File: src/rtl/hazard_detection_unit.sv
// Stall/bubble/flush control for the five-stage RV32 pipeline: load-use, taken branch,
// instruction- and data-memory wait, plus saturating stall and flush counters.
module hazard_detection_unit #(
   parameter int CNT_WIDTH = 16
) (
   input  logic                 clk,
   input  logic                 reset,
   input  logic [4:0]           id_addr1,
   input  logic [4:0]           id_addr2,
   input  logic                 id_use1,
   input  logic                 id_use2,
   input  logic [4:0]           exe_addr,
   input  logic                 exe_mem_read,
   input  logic                 branch_taken,
   input  logic                 imem_busy,
   input  logic                 dmem_busy,
   input  logic                 cnt_clr,
   output logic                 pc_en,
   output logic                 if_id_en,
   output logic                 id_exe_en,
   output logic                 exe_mem_en,
   output logic                 mem_wb_en,
   output logic                 if_id_flush,
   output logic                 id_exe_flush,
   output logic                 state,
   output logic [CNT_WIDTH-1:0] stall_cnt,
   output logic [CNT_WIDTH-1:0] flush_cnt
);

   typedef enum logic {RUN = 1'b0, FLUSH_HOLD = 1'b1} state_t;

   state_t state_q;
   state_t state_d;
   logic   load_use;
   logic   stall_inc;
   logic   flush_inc;

   // x0 is hardwired zero, so a load targeting it never creates a dependency.
   assign load_use = exe_mem_read && (exe_addr != 5'd0) &&
                     ((id_use1 && (id_addr1 == exe_addr)) ||
                      (id_use2 && (id_addr2 == exe_addr)));

   assign state = state_q;

   always_ff @(posedge clk or posedge reset) begin
      if (reset) state_q <= RUN;
      else       state_q <= state_d;
   end

   always_comb begin
      state_d = state_q;
      if (dmem_busy)                state_d = state_q;
      else if (branch_taken)        state_d = imem_busy ? FLUSH_HOLD : RUN;
      else if (state_q == FLUSH_HOLD) state_d = imem_busy ? FLUSH_HOLD : RUN;
      else                          state_d = RUN;
   end

   always_comb begin
      pc_en        = 1'b1;
      if_id_en     = 1'b1;
      id_exe_en    = 1'b1;
      exe_mem_en   = 1'b1;
      mem_wb_en    = 1'b1;
      if_id_flush  = 1'b0;
      id_exe_flush = 1'b0;
      stall_inc    = 1'b0;
      flush_inc    = 1'b0;
      if (reset) begin
         pc_en        = 1'b0;
         if_id_en     = 1'b0;
         id_exe_en    = 1'b0;
         exe_mem_en   = 1'b0;
         mem_wb_en    = 1'b0;
         if_id_flush  = 1'b1;
         id_exe_flush = 1'b1;
      end else if (dmem_busy) begin
         // Full freeze keeps a pending branch in EXE so it flushes once the stall clears.
         pc_en      = 1'b0;
         if_id_en   = 1'b0;
         id_exe_en  = 1'b0;
         exe_mem_en = 1'b0;
         mem_wb_en  = 1'b0;
         stall_inc  = 1'b1;
      end else if (branch_taken) begin
         if_id_flush  = 1'b1;
         id_exe_flush = 1'b1;
         flush_inc    = 1'b1;
      end else if (state_q == FLUSH_HOLD) begin
         // PC already holds the target; the in-flight fetch is wrong-path and gets dropped.
         pc_en       = 1'b0;
         if_id_flush = 1'b1;
         stall_inc   = 1'b1;
      end else if (load_use) begin
         pc_en        = 1'b0;
         if_id_en     = 1'b0;
         id_exe_flush = 1'b1;
         stall_inc    = 1'b1;
      end else if (imem_busy) begin
         pc_en       = 1'b0;
         if_id_flush = 1'b1;
         stall_inc   = 1'b1;
      end
   end

   always_ff @(posedge clk or posedge reset) begin
      if (reset) begin
         stall_cnt <= '0;
         flush_cnt <= '0;
      end else if (cnt_clr) begin
         stall_cnt <= '0;
         flush_cnt <= '0;
      end else begin
         if (stall_inc && (stall_cnt != '1)) stall_cnt <= stall_cnt + CNT_WIDTH'(1);
         if (flush_inc && (flush_cnt != '1)) flush_cnt <= flush_cnt + CNT_WIDTH'(1);
      end
   end

endmodule
File: config.mk
export PLATFORM = sky130hd
export DESIGN_NAME = hazard_detection_unit
export DESIGN_NICKNAME = d
export VERILOG_FILES = /design/src/rtl/hazard_detection_unit.sv
export SDC_FILE = /design/constraint.sdc
export NUM_CORES = 1
export LEC_CHECK = 0
export ABC_AREA = 1
export BUFFER_PORTS_ARGS = -buffer_cell sky130_fd_sc_hd__buf_2
export CAP_MARGIN = 40
export CORE_MARGIN = 3
export CORE_UTILIZATION = 50
export DETAILED_ROUTE_END_ITERATION = 16
export GPL_ROUTABILITY_DRIVEN = 0
export PLACE_DENSITY = 0.77
export SETUP_SLACK_MARGIN = 0.15
export SYNTH_ARGS = -nofsm -noshare
export SYNTH_HDL_FRONTEND = slang
export SYNTH_SLANG_ARGS = --single-unit
File: constraint.sdc
create_clock -name clk -period 4.4 [get_ports clk]
set_clock_uncertainty 0.05 [all_clocks]
set_input_delay 0.66 -clock clk [delete_from_list [all_inputs] [get_ports clk]]
set_output_delay 0.66 -clock clk [all_outputs]
set_load 0.02 [all_outputs]
==> flow_summary.yaml <==
worst_setup_path:
  critPathLaunchType: "input port"
  critPathArrivalTime_ns: 1.68
  required_ns: 3.69
  reg2reg_to: "stall_cnt[13]"
  crit_path_end_kind: "primary output"
  worstRegToRegCells: 9
  r2r-start: "stall_cnt[0]"
  cp_max_fo: 4
  path_class: "in -> out"
  rrSetupSlack_ns: 2.37
  max_stage_delay_ns: 0.18
  worstPathCellList: "buf_2 > inv_1 > nand4_1 > o21ai_0 > inv_1 > nand2_1 > nand2_1 > a21oi_1 > buf_2"
  cpMaxStageDelayCell: "buf_2"
logic_synthesis:
  yosysWarnings: 0
  synth-seq-cells: 33
  netlist_area_mm2: 0.00235
  synth_seq_area_share: 0.351
  synth_cells: 359
  synth_cell_types: 29
  avgSynthCellArea_um2: 6.55
  synth_nets: 385
place:
  place_ws_ns: 2.01
  numPortBuffers: 63
  dp_hpwl_mm: 4.24
pwr:
  seq_power_share: 0.417
  combPwrFrac: 0.127
  clock_power_share: 0.456
  p_per_area_mw_per_mm2: 268
  irDropWorstVdd_mv: 0.192
  switchingPower_mw: 0.192
  power.leakage_nw: 1.52
  p_sw_frac: 0.254
  p_int_mw: 0.564
layout:
  n_antenna_cell: 0
  final_common_cell: "nand2_1"
  final_layout_size_suffix_gt1_frac: 0.199
  layout.nets: 447
  mostFrequentLayoutCells: "115 x nand2_1, 63 x buf_2, 46 x nor2_1, 44 x inv_1, 35 x nand3_1"
  syn_to_final_growth_pct: 19.9
timing:
  setup_tns_ns: 0
  finalSetupViolations: 0
  tightest_slew_ns: 0.645
  hold_violations: 0
  min_period_ns: 2.39
  grt_setup_unrepaired: "false"
  fin_crit_sh: 0.543
  clock.fmax_mhz: 418
  maxSlewViolCount: 0
  timing.final.ws_setup_ns: 2.01
  slew_headroom: 0.566
die:
  core_area_mm2: 0.00444
  die_area_mm2: 0.00556
  die_y_um: 74.6
  io_pins: 64
  initial_core_util: 0.529
  die_x_um: 74.6
  rows: 24
cts:
  cts_resized: 0
  clk_latency_ns: 0.29
  cts-buffers-inserted: 5
  cts_sinks: 33
  hold_buffers: 0
  clk_path_buf_depth: 2
  post_cts_buffers: 0
  root_buffer: "clkbuf_8"
  cts_tree: "yes"
  path_clk_slew_ns: 0.07
  htreeDepth: 2
drt:
  vias_per_cell: 5.15
  drc: 0
  vias: 2440
  routed_wl_mm: 5.76
  postRouteAntennaNets: 0
  dr.first_iter.drc_count: 125
  dr.pass1.iters: 4
  wl_per_cell_um: 12.1
global_routing:
  grt_pass1_wl_mm: 9.49
  grt_max_degree: 34
  track_usage: 0.218
  grt_overflow: 0
  grt_pass1_vias: 2131
  antenna_found_initial: 0
min_path:
  hp-class: "in -> async"
flow_run:
  cap_violations: 0
outcome:
  status: "completed"
worst max-delay path: cells and delay by family:
family / cells / cell delay (ns)
AOI/OAI and AO/OA: 2 / 0.28
and+or+nand+nor: 3 / 0.30
buffers and inverters: 4 / 0.44
registers in the layout, indices dropped and copies added, names as in the netlist:
name	flops
state	1
stall_cnt	16
flush_cnt	16
stage by stage:
step / cell area (um^2) / hold WS (ns) / util / instances / total power, mW
after global routing: 2820 / 0.518 / 0.634 / 474 / 0.793
after global placement: 2690 / 0.495 / 0.604 / 466 / 0.417
after detailed placement: 2690 / 0.499 / 0.604 / 466 / 0.419
after floorplan: 2350 / 0.576 / - / 359 / 0.386
final: 2820 / 0.475 / 0.634 / 474 / 0.756
after CTS: 2820 / 0.492 / 0.634 / 474 / 0.763
worst max path at each step:
stage	start	end	slack (ns)	depth (start not counted)
after global placement	exe_addr[2]	pc_en	2.02	9
after CTS	exe_addr[2]	pc_en	2.01	9
after global routing	exe_addr[2]	pc_en	1.85	9
final	exe_addr[2]	pc_en	2.01	9
after floorplan	reset	if_id_flush	2.00	2
after detailed placement	exe_addr[2]	pc_en	2.01	9
cell families after synthesis:
| kind of cell | share of synthesized area |
|---|---|
| DFF | 0.351 |
| AOI/OAI and AO/OA | 0.0569 |
| and+or+nand+nor | 0.428 |
| xor gates and xnor gates | 0.0522 |
| adders and majority gates | 0.0106 |
| buffers and inverters | 0.101 |
per-layer routing:
layer,vias up,track usage,part of all wire
li1,1262,-,-
met1,1091,0.296,0.48
met2,82,0.354,0.45
met3,5,0.0486,0.063
met4,0,0.0514,0.0089
met5,-,0,0
area by class of cell:
cell class,count,area (um^2)
fillers,405,1630
multi-input cells,269,1290
flip-flops and latches,33,826
repair buffers,65,330
inverters,47,176
clock buffers,5,68.8
clock inverters,3,65.1
well taps,52,65.1
power groups by stage:
stage / clock network, mW / logic, mW / registers (mW)
after global placement: 0 / 0.0956 / 0.321
after detailed placement: 0 / 0.0974 / 0.322
after floorplan: 0 / 0.0585 / 0.328
final: 0.345 / 0.0960 / 0.316
after global routing: 0.366 / 0.111 / 0.316
after CTS: 0.350 / 0.0975 / 0.316
cell usage after synthesis, drive strengths merged:
cell,n,area (um^2)
a211oi,1,7.51
a21oi,7,35.0
a31oi,1,6.26
buf,5,42.5
clkbuf,5,18.8
clkinv,1,3.75
dfrtp,33,826
ha,2,25.0
inv,46,173
nand2,119,462
nand3,37,203
nand4,8,50.1
nor2,47,184
nor3,17,90.1
nor4,1,6.26
o21ai,8,40.0
o31ai,6,45.0
or3,1,11.3
xnor2,2,17.5
xor2,12,105
No activity file was read; power rests on OpenSTA's default activity.
